**src/rtl/cmip_pluse_pkg.sv**
```systemverilog
// Purpose : shared widths and sizing helpers for the multi-channel pulse delay.
// Latency : n/a (package only).
// Backpres: n/a (package only).
package cmip_pluse_pkg;

   localparam int DLY_W_DEF  = 8;
   localparam int HOLD_W_DEF = 8;

   // Timestamp is one bit wider than the delay field so a target never
   // sits more than half a wrap ahead; equality compares stay unambiguous.
   function automatic int ts_width(input int dly_w);
      return dly_w + 1;
   endfunction

   // Queue pointers carry one extra wrap bit to tell full from empty.
   function automatic int ptr_width(input int depth);
      return $clog2(depth) + 1;
   endfunction

endpackage

```
**src/rtl/cmip_pluse_delay_ch.sv**
```systemverilog
// Purpose : one channel: rise detect, target-timestamp queue, fire compare, hold counter, sticky ovf.
// Latency : o_pluse rises D+1 clocks after the edge that samples the rise.
// Backpres: none; a rise arriving on a full queue (without a same-cycle pop) is dropped and o_ovf set.
// Ports   : i_clk/i_rst clock and async reset; i_en/i_clr enable and sync flush; i_sig trigger;
//           i_ts shared timestamp; i_delay/i_hold programmed D and H; o_pluse/o_busy/o_ovf status.
module cmip_pluse_delay_ch
   import cmip_pluse_pkg::*;
#(
   parameter int DLY_W  = DLY_W_DEF,
   parameter int HOLD_W = HOLD_W_DEF,
   parameter int DEPTH  = 4
) (
   input  logic                    i_clk,
   input  logic                    i_rst,
   input  logic                    i_en,
   input  logic                    i_clr,
   input  logic                    i_sig,
   input  logic [DLY_W:0]          i_ts,
   input  logic [DLY_W-1:0]        i_delay,
   input  logic [HOLD_W-1:0]       i_hold,
   output logic                    o_pluse,
   output logic                    o_busy,
   output logic                    o_ovf
);

   localparam int TS_W  = ts_width(DLY_W);
   localparam int PTR_W = ptr_width(DEPTH);
   localparam int IDX_W = PTR_W - 1;

   logic              sig_d1;
   logic [TS_W-1:0]   q_mem [DEPTH];
   logic [PTR_W-1:0]  wr_ptr;
   logic [PTR_W-1:0]  rd_ptr;
   logic [HOLD_W-1:0] hold_cnt;

   logic              rise;
   logic              q_empty;
   logic              q_full;
   logic              fire;
   logic              push;
   logic              drop;
   logic [TS_W-1:0]   target;
   logic [HOLD_W-1:0] hold_ld;

   assign rise    = i_sig & ~sig_d1;
   assign q_empty = (wr_ptr == rd_ptr);
   assign q_full  = (wr_ptr[IDX_W-1:0] == rd_ptr[IDX_W-1:0]) &&
                    (wr_ptr[IDX_W] != rd_ptr[IDX_W]);
   assign fire    = ~q_empty && (q_mem[rd_ptr[IDX_W-1:0]] == i_ts);
   // A pop in the same cycle frees the slot, so a full queue still accepts.
   assign push    = rise & i_en & (~q_full | fire);
   assign drop    = rise & i_en & q_full & ~fire;
   assign target  = i_ts + {1'b0, i_delay} + TS_W'(1);
   assign hold_ld = (i_hold == '0) ? HOLD_W'(1) : i_hold;
   assign o_busy  = ~q_empty | o_pluse;

   // Edge register survives i_clr so a level held across a flush is not re-seen as a rise.
   always_ff @(posedge i_clk or posedge i_rst) begin
      if (i_rst) sig_d1 <= 1'b0;
      else       sig_d1 <= i_sig;
   end

   always_ff @(posedge i_clk) begin
      if (push && !i_clr && !i_rst) q_mem[wr_ptr[IDX_W-1:0]] <= target;
   end

   always_ff @(posedge i_clk or posedge i_rst) begin
      if (i_rst) begin
         wr_ptr   <= '0;
         rd_ptr   <= '0;
         hold_cnt <= '0;
         o_pluse  <= 1'b0;
         o_ovf    <= 1'b0;
      end else if (i_clr) begin
         wr_ptr   <= '0;
         rd_ptr   <= '0;
         hold_cnt <= '0;
         o_pluse  <= 1'b0;
         o_ovf    <= 1'b0;
      end else begin
         if (push) wr_ptr <= wr_ptr + PTR_W'(1);
         if (fire) rd_ptr <= rd_ptr + PTR_W'(1);
         if (drop) o_ovf  <= 1'b1;
         // A fire during an active pulse just reloads: pulses merge with no gap.
         if (fire) begin
            hold_cnt <= hold_ld;
            o_pluse  <= 1'b1;
         end else begin
            o_pluse <= (hold_cnt > HOLD_W'(1));
            if (hold_cnt != '0) hold_cnt <= hold_cnt - HOLD_W'(1);
         end
      end
   end

endmodule

```
**src/rtl/cmip_pluse_delay_mc.sv**
```systemverilog
// Purpose : multi-channel programmable pulse delay; shared timestamp, optional input sync, channel array.
// Latency : D+1 clocks from the sampling edge (D+3 with CMIP_PLUSE_INPUT_SYNC_EN defined).
// Backpres: none; per-channel queue of DEPTH entries, overflow drops the edge and sets sticky o_ovf.
// Ports   : i_clk, i_rst (async, active high), i_en, i_clr, i_sig[CH_NUM], i_delay/i_hold packed per
//           channel at [n*W +: W]; o_pluse, o_busy, o_ovf one bit per channel.
// Option  : CMIP_PLUSE_INPUT_SYNC_EN adds a 2-flop synchronizer on each i_sig bit.
module cmip_pluse_delay_mc
   import cmip_pluse_pkg::*;
#(
   parameter int CH_NUM = 4,
   parameter int DLY_W  = DLY_W_DEF,
   parameter int HOLD_W = HOLD_W_DEF,
   parameter int DEPTH  = 4
) (
   input  logic                     i_clk,
   input  logic                     i_rst,
   input  logic                     i_en,
   input  logic                     i_clr,
   input  logic [CH_NUM-1:0]        i_sig,
   input  logic [CH_NUM*DLY_W-1:0]  i_delay,
   input  logic [CH_NUM*HOLD_W-1:0] i_hold,
   output logic [CH_NUM-1:0]        o_pluse,
   output logic [CH_NUM-1:0]        o_busy,
   output logic [CH_NUM-1:0]        o_ovf
);

   localparam int TS_W = ts_width(DLY_W);

   logic [TS_W-1:0]   ts;
   logic [CH_NUM-1:0] sig_in;

   // Free-running; a flush must not disturb targets already computed against it.
   always_ff @(posedge i_clk or posedge i_rst) begin
      if (i_rst) ts <= '0;
      else       ts <= ts + TS_W'(1);
   end

`ifdef CMIP_PLUSE_INPUT_SYNC_EN
   logic [CH_NUM-1:0] sync_q1;
   logic [CH_NUM-1:0] sync_q2;

   always_ff @(posedge i_clk or posedge i_rst) begin
      if (i_rst) begin
         sync_q1 <= '0;
         sync_q2 <= '0;
      end else begin
         sync_q1 <= i_sig;
         sync_q2 <= sync_q1;
      end
   end

   assign sig_in = sync_q2;
`else
   assign sig_in = i_sig;
`endif

   for (genvar n = 0; n < CH_NUM; n++) begin : g_ch
      cmip_pluse_delay_ch #(
         .DLY_W  (DLY_W),
         .HOLD_W (HOLD_W),
         .DEPTH  (DEPTH)
      ) u_ch (
         .i_clk   (i_clk),
         .i_rst   (i_rst),
         .i_en    (i_en),
         .i_clr   (i_clr),
         .i_sig   (sig_in[n]),
         .i_ts    (ts),
         .i_delay (i_delay[n*DLY_W +: DLY_W]),
         .i_hold  (i_hold[n*HOLD_W +: HOLD_W]),
         .o_pluse (o_pluse[n]),
         .o_busy  (o_busy[n]),
         .o_ovf   (o_ovf[n])
      );
   end

endmodule

```
**config.mk**
```make
export PLATFORM = sky130hd
export DESIGN_NAME = cmip_pluse_delay_mc
export DESIGN_NICKNAME = d
export VERILOG_FILES = /design/src/rtl/cmip_pluse_pkg.sv /design/src/rtl/cmip_pluse_delay_ch.sv /design/src/rtl/cmip_pluse_delay_mc.sv
export SDC_FILE = /design/constraint.sdc
export NUM_CORES = 1
export LEC_CHECK = 0
export BUFFER_PORTS_ARGS = -buffer_cell sky130_fd_sc_hd__clkbuf_2
export CAP_MARGIN = 0
export CORE_AREA = 8 8 153 155
export CTS_CLUSTER_DIAMETER = 60
export DETAILED_ROUTE_END_ITERATION = 8
export DIE_AREA = 0 0 161 163
export PLACE_DENSITY_LB_ADDON = 0.2
export SLEW_MARGIN = 20
export SYNTH_ARGS = -nofsm -noshare
export SYNTH_HDL_FRONTEND = slang
export SYNTH_HIERARCHICAL = 1
export SYNTH_SLANG_ARGS = --single-unit
export TNS_END_PERCENT = 1
```
**constraint.sdc**
```tcl
create_clock -name i_clk -period 2.4 [get_ports i_clk]
set_input_delay 0.48 -clock i_clk [delete_from_list [all_inputs] [get_ports i_clk]]
set_output_delay 0.48 -clock i_clk [all_outputs]
set_load 0.005 [all_outputs]
```
# Word level (Yosys, flattened, before mapping)
# Memory sizes are Yosys's and may differ from the RTL's.
# Cells that the tools add are included.
[classes]
mul = 0
n_reduce_logical = 42
bitwise_logic = 44
n_shift = 0
div = 0
add_sub_neg = 21
eq_ne = 16
muxes = 56
order_cmp = 4
[op_table]
columns = ["op", "n"]
rows = [
  ["$mux W8", 16],
  ["$mux W3", 16],
  ["$add A9 B1 Y9 const B", 5],
  ["$add A9 B8 Y9", 4],
  ["$eq A9 B9 Y1", 4],
  ["$gt A8 B1 Y1 const B", 4],
  ["$logic_not A8 Y1", 4],
  ["$reduce_bool A8 Y1", 4],
  ["$sub A8 B1 Y8 const B", 4],
  ["$add A3 B1 Y3 const B", 8],
  ["$mux W1", 24],
  ["$reduce_bool A2 Y1", 12],
  ["$and A1 B1 Y1", 20],
  ["$logic_and A1 B1 Y1", 16],
  ["$not A1 Y1", 16],
  ["$eq A3 B3 Y1", 4],
  ["$reduce_bool A3 Y1", 4],
  ["$eq A2 B2 Y1", 4],
  ["$or A1 B1 Y1", 8],
  ["$ne A1 B1 Y1", 4],
  ["$logic_not A1 Y1", 2],
]
[word_totals]
ram_bits = 144
in_bits = 72
register_bits = 77
latchBits = 0
n_memories = 4
mem_bits_ro = 0
[mem_list]
columns = ["name", "depth", "width", "rd", "rd_ports_with_merged_regs", "write_ports", "line", "text"]
rows = [
  ["g_ch[0].u_ch.q_mem", 4, 9, 1, 0, 1, "cmip_pluse_delay_ch.sv:31", "logic [TS_W-1:0] q_mem [DEPTH];"],
  ["g_ch[1].u_ch.q_mem", 4, 9, 1, 0, 1, "cmip_pluse_delay_ch.sv:31", ""],
  ["g_ch[2].u_ch.q_mem", 4, 9, 1, 0, 1, "cmip_pluse_delay_ch.sv:31", ""],
  ["g_ch[3].u_ch.q_mem", 4, 9, 1, 0, 1, "cmip_pluse_delay_ch.sv:31", ""],
]

# Depth between registers and ports, before layout
[logic_depth]
word_depth = 9
ltp_mapped = 10

# Cells and area by module
# The synthesis kept the hierarchy.
[modules_own_cells]
columns = ["mod", "cells_per_inst", "area_per_inst_um2", "instances"]
rows = [
  ["cmip_pluse_delay_ch (g_ch[0].u_ch ...)", 210, 2746.4, 3],
  ["cmip_pluse_delay_ch (g_ch[3].u_ch)", 211, 2743.9, 1],
  ["cmip_pluse_delay_mc", 29, 361.6, 1],
]

# Worst setup path after synthesis
# No wires, ideal clock.
[synth_timing]
path_kind = "reg2reg"
start = "reg g_ch[1].u_ch.rd_ptr[0]"
end = "mem g_ch[1].u_ch/q_mem[0][0] (netlist name), enable pin"
path_slack_ns = -0.186
arrival_ns = 2.249
path_stages_with_launch = 9
synth_period_minus_slack_ns = 2.586
path_buffers = 2
setup_time_ns = 0.338
cell_sequence = "dfrtp_1 buf_6 mux4_2 xnor2_1 nand4_1 a211o_1 buf_6 a21oi_4 and3_1"
[synth_via]
elab_chain_cells = 9
word_cells_on_any_way = 14
[synth_rtl]
columns = ["item", "line", "text"]
rows = [
  ["from (decl)", "cmip_pluse_delay_ch.sv:33", "logic [PTR_W-1:0] rd_ptr;"],
  ["from (signal assigned)", "cmip_pluse_delay_ch.sv:82", "if (fire) rd_ptr <= rd_ptr + PTR_W'(1);"],
  ["$mem_v2 Z4 W9, or another cell as far along", "n/a", ""],
  ["$eq A9 B9 Y1, or another cell as far along", "cmip_pluse_delay_ch.sv:49", "assign fire = ~q_empty && (q_mem[rd_ptr[IDX_W-1:0]] == i_ts);"],
  ["$logic_and A1 B1 Y1 / $not A1 Y1 (equally long branches)", "cmip_pluse_delay_ch.sv:49, cmip_pluse_delay_ch.sv:51", ""],
  ["$or A1 B1 Y1 (*)", "cmip_pluse_delay_ch.sv:51", "assign push = rise & i_en & (~q_full | fire);"],
  ["$and A1 B1 Y1 (*)", "cmip_pluse_delay_ch.sv:51", ""],
  ["$logic_and A1 B1 Y1 (*) (2 in series)", "cmip_pluse_delay_ch.sv:64", "if (push && !i_clr && !i_rst) q_mem[wr_ptr[IDX_W-1:0]] <= target;"],
  ["$mux W1 (*)", "cmip_pluse_delay_ch.sv:64", ""],
  ["$mux W1 (implied by the code) (*)", "cmip_pluse_delay_ch.sv:64", ""],
  ["to (decl)", "cmip_pluse_delay_ch.sv:31", ""],
]
# Every way passes the cells marked *; elsewhere a longest branch is shown, timed or not.

# Final worst setup path
[layout_timing]
start = "reg g_ch[1].u_ch.rd_ptr[0]"
end = "mem g_ch[1].u_ch/q_mem[0][6] (netlist name), enable pin"
# Same word-level chain as after synthesis.

==> results.toml <==
[worst_setup_path]
critical_path_arrival_ns = 2.82
crit_fanout = 6
critPathKind = "reg2reg"
worstSetupEndpointType = "flop"
slowest_delay_ns = 0.51
crit_buf_inv = 1
cp_cell_sequence = "buf_6, mux4_2, xnor2_1, nand4_1, a211o_1, a21oi_4, and3_4"
path_delay_family = "compound AO/OA/AOI/OAI gates"
required_ns = 2.62
crit_slowest_cell = "mux4_2"
cp-start-kind = "flop"

[route]
initialDrtViolationCount = 586
met3_length_mm = 1.15
drc = 0
highest_layer = "met5"
wl_met1_mm = 10.7
wl_per_cell_um = 19.1
viasPerCell = 5.60
routed_wl_mm = 25.4
ant_nets = 0
via_count = 7447
met2_length_mm = 12.9
firstDrtPassIters = 5

[layout]
final_cell_mix = "edfxtp_1, clkbuf_2, nor2_1"
nFillCells = 1508
fin_util_pct = 66.7
syn2layout_area_growth_pct = 22.4
final_nets = 1172
stdcell_area_um2 = 13900
final_common_cell = "edfxtp_1"
drive_gt1_share_pct = 29.6

[sta]
relSlewSlack_pct = 53.8
setup_ws_ns = -0.207
min_period_ns = 2.61
finalMaxSlewViolations = 0
fin_crit_sh_pct = 109
skew_ns = 0.00930
finalSetupViolations = 155
fmax_mhz = 384
rsz0062_at_grt = "true"
tightestPinTransition_ns = 0.687
hold_viol = 0

[place]
hpwl_mm = 17.4
place.gp.congestion = 0.843
port_buffers = 83
place_area_um2 = 12600

[logic_synthesis]
synth_seq_cells = 221
netlist_instances = 870
ys_seq_area_share_pct = 55.1
synth_top_area_share_pct = 38.1
yosysUniqueCellTypes = 50
avgSynthCellArea_um2 = 13.0
syn-num-nets = 1007
syn_area_um2 = 11300
synthArstFlopShare_pct = 34.8
synth_top_cell_by_area = "edfxtp_1"
ys.warnings.count = 6
synth_edf_count = 144
yosys-top-cells-area = "edfxtp_1, dfrtp_1, ha_1"
ys.flop_type = "edfxtp_1"

[grt]
overflow = 0
grt_max_degree = 31
grt_pass1_vias = 7859
antenna_found_initial = 1
grt_pass1_wl_mm = 41.0
track_usage_pct = 19.5

[power_and_ir_drop]
power.leakage_nw = 5.75
p_sw_share_pct = 28.1
internal-power_mw = 7.46
p_clk_share_pct = 34.6
irDropWorstVdd_v = 0.000634
combPwrFrac_pct = 21.2
power_switching_mw = 2.92
power_density_nw_per_um2 = 747
power_frac_seq_pct = 44.2

[clock_network]
clock_sinks = 221
cts_tree = "built"
clock_tree.root_cell = "clkbuf_16"
insertion_delay_ns = 0.52
cts_buffers = 24
clkSlewWorstSetupHoldPaths_ns = 0.06
htree_levels = 1
clock_path_buffers = 3

[floorplan]
row_count = 53
die_area_um2 = 26200
die_w_um = 161
ioPinCount = 84
core-area_um2 = 20800
initial_core_util_pct = 54.5
die_h_um = 163

[outcome]
violations = "setup timing"
run_status = "finished, violations left"

[run]
cap_violations = 0

[hold_path]
min_path_type = "in2reg"
## per-layer routing
metal	vias up	track usage, %
li1	3522	-
met1	3712	24.7
met2	163	33.9
met3	48	3.13
met4	2	6.40
met5	-	0
## power by group through the flow
stage / logic (mW) / clock network [mW] / registers (mW)
final: 2.20 / 3.59 / 4.59
after global routing: 2.54 / 3.79 / 4.63
after CTS: 2.19 / 3.66 / 4.59
after detailed placement: 2.13 / 0 / 4.66
after global placement: 2.10 / 0 / 4.65
after floorplan: 1.65 / 0 / 4.61
## cell type report
cell class | instances | area [µm²] | area share, %
repair buffers | 156 | 1110 | 7.96
clock buffers | 30 | 644 | 4.64
multi-input cells | 583 | 5230 | 37.6
diodes | 1 | 2.50 | 0.0180
clock inverters | 14 | 125 | 0.901
flip-flops and latches | 221 | 6260 | 45.0
inverters | 49 | 184 | 1.32
well taps | 275 | 344 | 2.48
## cell families (layout without fill, tap and decap cells)
| family | count (synthesis) | count (layout) | share of synthesized area (%) |
|---|---|---|---|
| DFF | 221 | 221 | 55.1 |
| other | 0 | 1 | 0 |
| xor gates and xnor gates | 120 | 120 | 9.26 |
| muxes | 68 | 68 | 9.19 |
| adders and majority gates | 65 | 65 | 7.43 |
| buffers and inverters | 76 | 249 | 3.22 |
| and+or+nand+nor | 211 | 219 | 9.03 |
| AOI/OAI and AO/OA | 109 | 111 | 6.76 |
## timing repair
action	CTS	global route
endpoints found under the setup margin	200	246
buffers inserted	2	1
pin swaps	29	21
gates resized for setup	44	43
gates cloned	10	0
hold buffers	0	0
## stage by stage
step                      cells  setup slack [ns]  hold slack (ns)  setup TNS, ns  total power, mW
after floorplan             870           -0.0820            0.308         -10.87             6.26
after global placement     1271            -0.368            0.478         -36.53             6.75
after detailed placement   1271            -0.317            0.483         -34.61             6.79
after CTS                  1327            -0.160           0.0635         -15.24             10.4
after global routing       1328            -0.281           0.0689         -35.31             11.0
final                      1329            -0.207           0.0832         -16.92             10.4
## cell usage after synthesis (all sizes together), types with 5 or more instances
master and instances:
mux4 28, and3 20, nand2b 5, xor2 41
edfxtp 144, o21ai 13, a21o 16, dfrtp 77
or3 9, nand3b 6, nor3 12, mux2i 40
a21oi 36, nand3 12, nor2 82, xnor2 79
a211oi 9, nand4 11, nor4 12, inv 49
nand2 33, buf 23, ha 61
## worst paths after layout
path / from / endpoint / slack, ns / depth (start not counted)
min in group asynchronous: i_rst / ts[3] / 0.15 / 2
setup / recovery: g_ch[1].u_ch/rd_ptr[0] / g_ch[1].u_ch/q_mem[0][6] / -0.21 / 7
hold reg to reg: g_ch[0].u_ch/o_ovf / g_ch[0].u_ch/o_ovf / 0.49 / 1
setup reg to reg: g_ch[1].u_ch/rd_ptr[0] / g_ch[1].u_ch/q_mem[0][6] / -0.21 / 7
max in group asynchronous: i_rst / g_ch[1].u_ch/rd_ptr[0] / 1.64 / 2
hold / removal: i_sig[0] / g_ch[0].u_ch/sig_d1 / 0.08 / 1
## registers in the layout, summed over array words and instances, names as in the netlist
register,cells
g_ch.u_ch/hold_cnt,32
g_ch.u_ch/o_ovf,4
g_ch.u_ch/o_pluse,4
g_ch.u_ch/q_mem,144
g_ch.u_ch/rd_ptr,12
g_ch.u_ch/sig_d1,4
g_ch.u_ch/wr_ptr,12
ts,9
## worst reg2reg max path: stages (launching register included)
cell and delay (ns):
dfrtp_2 0.42, buf_6 0.16, mux4_2 0.51, xnor2_1 0.20, nand4_1 0.13, a211o_1 0.38
a21oi_4 0.22, and3_4 0.29
Power figures use the tool's default switching activity.
